$ cat src/rtl/serial_adder.sv
// Bit-serial adder with valid/ready handshakes on both sides.
// An accepted operand set is added one bit per clock, LSB first.
// The result is presented in DONE until downstream takes it.
// The sum register and the carry register drive s and c_out directly,
// so the last delivered result stays visible while idle.
// WIDTH is meant to lie in 2..16.
module serial_adder #(
  parameter int WIDTH = 4
) (
  input  logic             clk,
  input  logic             rst_n,
  input  logic             in_valid,
  output logic             in_ready,
  input  logic [WIDTH-1:0] a,
  input  logic [WIDTH-1:0] b,
  input  logic             c_in,
  output logic             out_valid,
  input  logic             out_ready,
  output logic [WIDTH-1:0] s,
  output logic             c_out,
  output logic             busy
);

  localparam int CW = $clog2(WIDTH + 1);

  typedef enum logic [1:0] {
    IDLE = 2'd0,
    RUN  = 2'd1,
    DONE = 2'd2
  } state_t;

  state_t           state;
  logic [WIDTH-1:0] a_sh;
  logic [WIDTH-1:0] b_sh;
  logic [WIDTH-1:0] sum_reg;
  logic             carry;
  logic [CW-1:0]    cnt;

  logic             sum_bit;
  logic             carry_next;
  logic             last_bit;

  // One full-adder slice operating on the current LSBs and the running carry
  assign sum_bit    = a_sh[0] ^ b_sh[0] ^ carry;
  assign carry_next = (a_sh[0] & b_sh[0]) | (a_sh[0] & carry) | (b_sh[0] & carry);
  assign last_bit   = (cnt == CW'(WIDTH - 1));

  assign s     = sum_reg;
  assign c_out = carry;
  assign busy  = (state != IDLE);

  // Handshake FSM and the bit-serial datapath it sequences
  always_ff @(posedge clk or negedge rst_n) begin
    if (!rst_n) begin
      state     <= IDLE;
      a_sh      <= '0;
      b_sh      <= '0;
      sum_reg   <= '0;
      carry     <= 1'b0;
      cnt       <= '0;
      out_valid <= 1'b0;
      in_ready  <= 1'b0;
    end else begin
      case (state)
        IDLE: begin
          in_ready <= 1'b1;
          if (in_valid && in_ready) begin
            a_sh     <= a;
            b_sh     <= b;
            carry    <= c_in;
            cnt      <= '0;
            sum_reg  <= '0;
            in_ready <= 1'b0;
            state    <= RUN;
          end
        end
        RUN: begin
          a_sh    <= a_sh >> 1;
          b_sh    <= b_sh >> 1;
          carry   <= carry_next;
          sum_reg <= {sum_bit, sum_reg[WIDTH-1:1]};
          cnt     <= cnt + 1'b1;
          if (last_bit) begin
            out_valid <= 1'b1;
            state     <= DONE;
          end
        end
        DONE: begin
          if (out_ready) begin
            out_valid <= 1'b0;
            in_ready  <= 1'b1;
            state     <= IDLE;
          end
        end
        default: begin
          out_valid <= 1'b0;
          in_ready  <= 1'b0;
          state     <= IDLE;
        end
      endcase
    end
  end

endmodule

$ cat config.mk
export PLATFORM = sky130hd
export DESIGN_NAME = serial_adder
export DESIGN_NICKNAME = d
export VERILOG_FILES = /design/src/rtl/serial_adder.sv
export SDC_FILE = /design/constraint.sdc
export NUM_CORES = 1
export LEC_CHECK = 0
export CAP_MARGIN = 30
export CORE_UTILIZATION = 52
export CTS_BUF_LIST = sky130_fd_sc_hd__clkbuf_8
export CTS_CLUSTER_DIAMETER = 40
export DETAILED_ROUTE_END_ITERATION = 6
export PLACE_DENSITY = 0.82
export SLEW_MARGIN = 20
export SYNTH_ARGS = -nofsm -noshare
export SYNTH_HDL_FRONTEND = slang
export SYNTH_SLANG_ARGS = --single-unit
$ cat constraint.sdc
create_clock -name clk -period 3.8 [get_ports clk]
set_input_delay 0.38 -clock clk [delete_from_list [all_inputs] [get_ports clk]]
set_output_delay 0.38 -clock clk [all_outputs]
set_load 0.03 [all_outputs]
==> reports/qor.csv <==
stage;metric;value;unit
routing;Post-Route WL;1690;um
sta;FMAX;460;MHz
hold_path;class of the worst hold path;in -> async;
logic_synthesis;synthesized flop and latch total;20;
cells_and_area;Reg area;500;um2
cells_and_area;# diodes;0;
global_route;vias in the first global route;655;
global_route;pin count of the biggest net entering global routing;21;
floorplanning;initial core utilization;55.6;%
place;routability cong.;0.734;
setup_path;Reg2Reg Depth;3;
sta;setup TNS;0;ps
routing;number of routed nets with antenna violations;0;
sta;RSZ-0062 raised after global routing;no;
global_route;first-pass GRT wire length;2880;um
sta;Slew Viols, Final;0;
floorplanning;Die X;45.0;um
setup_path;Critical Path AT;1800;ps
logic_synthesis;Synth Instances;86;
pwr;peak supply drop;0.432;mV
sta;Final Setup Violations;0;
sta;Final min period;2180;ps
place;Detail Placement HPWL;1160;um
setup_path;Worst Setup End Kind;output pin;
sta;Final period util;57.3;%
logic_synthesis;Post-synth EDFFs;0;
setup_path;RR Endpoint;b_sh[2];
logic_synthesis;synthesized area;960;um2
logic_synthesis;Syn Nets;102;
pwr;Power per Cell Area;856;nW/um2
cts;CTS Sinks;20;
sta;Setup Skew;4.76;ps
global_route;initial antenna violation count;0;
routing;Vias;714;
sta;Max-slew headroom;64.6;%
run;Max-Cap Viols;0;
logic_synthesis;Synth Area per Inst;11.2;um2
cts;CTS H-tree lvls;1;
cts;Worst-Skew Late Latency;260;ps
routing;vias per cell;5.49;
setup_path;RR Startpoint;state[1];
floorplanning;row cnt;15;
floorplanning;Die ar.;2020;um2
setup_path;CP startpoint kind;register;
logic_synthesis;fraction of registers with async set/reset;100;%
cts;CTS resizes;0;
cells_and_area;P&R area growth vs syn;25.2;%
cts;Worst-path clk slew;70;ps
place;number of port buffers;20;
routing;Pre-antenna DRT Iters;4;
logic_synthesis;Yosys warning total;0;
routing;initial drt markers;11;
setup_path;R2R setup slack;2400;ps
logic_synthesis;Synth Flop Type;dfrtp_1;
floorplanning;I/O pins;21;
cts;CTS root buffer;clkbuf_8;
cells_and_area;Final nets;123;
setup_path;Crit Path Category;reg -> out;
cts;CTS tree;yes;
logic_synthesis;Distinct cells, synth;25;
logic_synthesis;post-synthesis sequential area ratio;52.2;%
global_route;total grt overflow;0;
sta;Hold Vio Cnt, Final;0;
cells_and_area;Multi-input gate area;394;um2
cts;cts hold-fix bufs;0;
setup_path;critical-path maximum fanout;19;
sta;Worst Max-Slew Pin Slew;531;ps
cts;clock buffer count from CTS;3;
cts;postcts setup bufs;0;
routing;DR WL/cell;13.0;um
cells_and_area;share of cells above drive strength 1;7.62;%
global_route;GRT Util Overall;20.6;%
cells_and_area;Final Util;69.6;%
routing;drt drc;0;
setup_path;CP Data Required Time;3420;ps
floorplanning;Die Y;45.0;um
cells_and_area;fill cell count;147;
pwr;leakage power;0.532;nW
cts;Clock Tree Buf Depth;2;
floorplanning;core footprint;1730;um2
outcome;outcome;complete, no violations;
critical path: stages (launching register included):
cell	delay [ps]
dfrtp_1	680
or2_1	190
clkdlybuf4s50_1	670
flip-flops by register name, summed over array words and instances, names as in the netlist:
signal	count
a_sh	4
b_sh	4
s	4
cnt	3
state	2
c_out	1
in_ready	1
out_valid	1
per-stage QoR:
step	worst slack, ps	power, mW	cells	area [um2]	hold slack (ps)
floorplan	2390	0.786	86	960	84.4
global placement	1930	0.882	126	1140	474
detailed placement	1900	0.899	126	1140	474
CTS	1610	1.04	129	1190	494
global route	1500	1.11	130	1200	454
finish	1620	1.03	130	1200	425
layout by cell type, fill, tap and decap left out, drive strengths merged:
| master | Yosys | layout |
|---|---|---|
| buf | 3 | 1 |
| a21oi | 5 | 5 |
| or2 | 2 | 2 |
| ha | 2 | 2 |
| o21ai | 19 | 19 |
| nor2 | 3 | 3 |
| a211oi | 1 | 1 |
| o2bb2ai | 2 | 2 |
| clkbuf | 2 | 3 |
| nand2b | 2 | 2 |
| nor2b | 1 | 1 |
| fa | 1 | 1 |
| nand2 | 4 | 4 |
| nor3b | 1 | 1 |
| inv | 5 | 5 |
| and4b | 1 | 1 |
| clkdlybuf4s50 | 0 | 20 |
| dfrtp | 20 | 20 |
| a22o | 5 | 5 |
| mux2i | 6 | 6 |
| mux2 | 1 | 1 |
cell families after synthesis:
| family | synth area share, % |
|---|---|
| AO/OA/AOI/OAI | 20.1 |
| adder cells (fa/ha/maj) | 4.69 |
| AND/OR/NAND/NOR | 8.87 |
| buffers and inverters | 6.78 |
| multiplexers | 7.43 |
| flip-flops | 52.2 |
power breakdown:
part	switching, mW	internal (mW)	total [mW]
combinational	0.266	0.232	0.498
sequential	0.0850	0.309	0.394
clock	0.0654	0.0706	0.136
total	0.416	0.612	1.03
area by class of cell:
type                       instances  share of cell area, %
sequential                        20                   41.7
inverter                           5                   1.56
multi-input combinational         56                   32.8
clock buffer                       3                   3.44
tap                               25                   2.60
timing repair buffer              21                   17.9
per-layer routing:
metal	part of all wire (%)	vias to the layer above	GRT usage, %
met3	2.8	5	3.60
met4	2.4	0	12.7
li1	-	344	-
met2	48	15	30.1
met5	0	-	0
met1	47	350	28.4
synthesized netlist by cell type (all sizes together) (2+ instances only):
cell type  count  area (um2)
nand2b         2        12.5
buf            3        37.5
or2            2        15.0
a21oi          5        28.8
ha             2        25.0
nand2          4        15.0
clkbuf         2        8.75
mux2i          6        60.1
inv            5        18.8
nor2           3        11.3
o2bb2ai        2        17.5
o21ai         19        95.1
a22o           5        43.8
dfrtp         20         500
how the worst max path moves through the flow:
stage / from / end / slack, ps
2_1_floorplan: c_out / c_out / 2390
3_3_place_gp: state[1] / busy / 1930
3_5_place_dp: state[1] / busy / 1900
4_1_cts: state[1] / busy / 1610
5_1_grt: state[1] / busy / 1500
6_report: state[1] / busy / 1620
(Power assumes the default switching activity.)
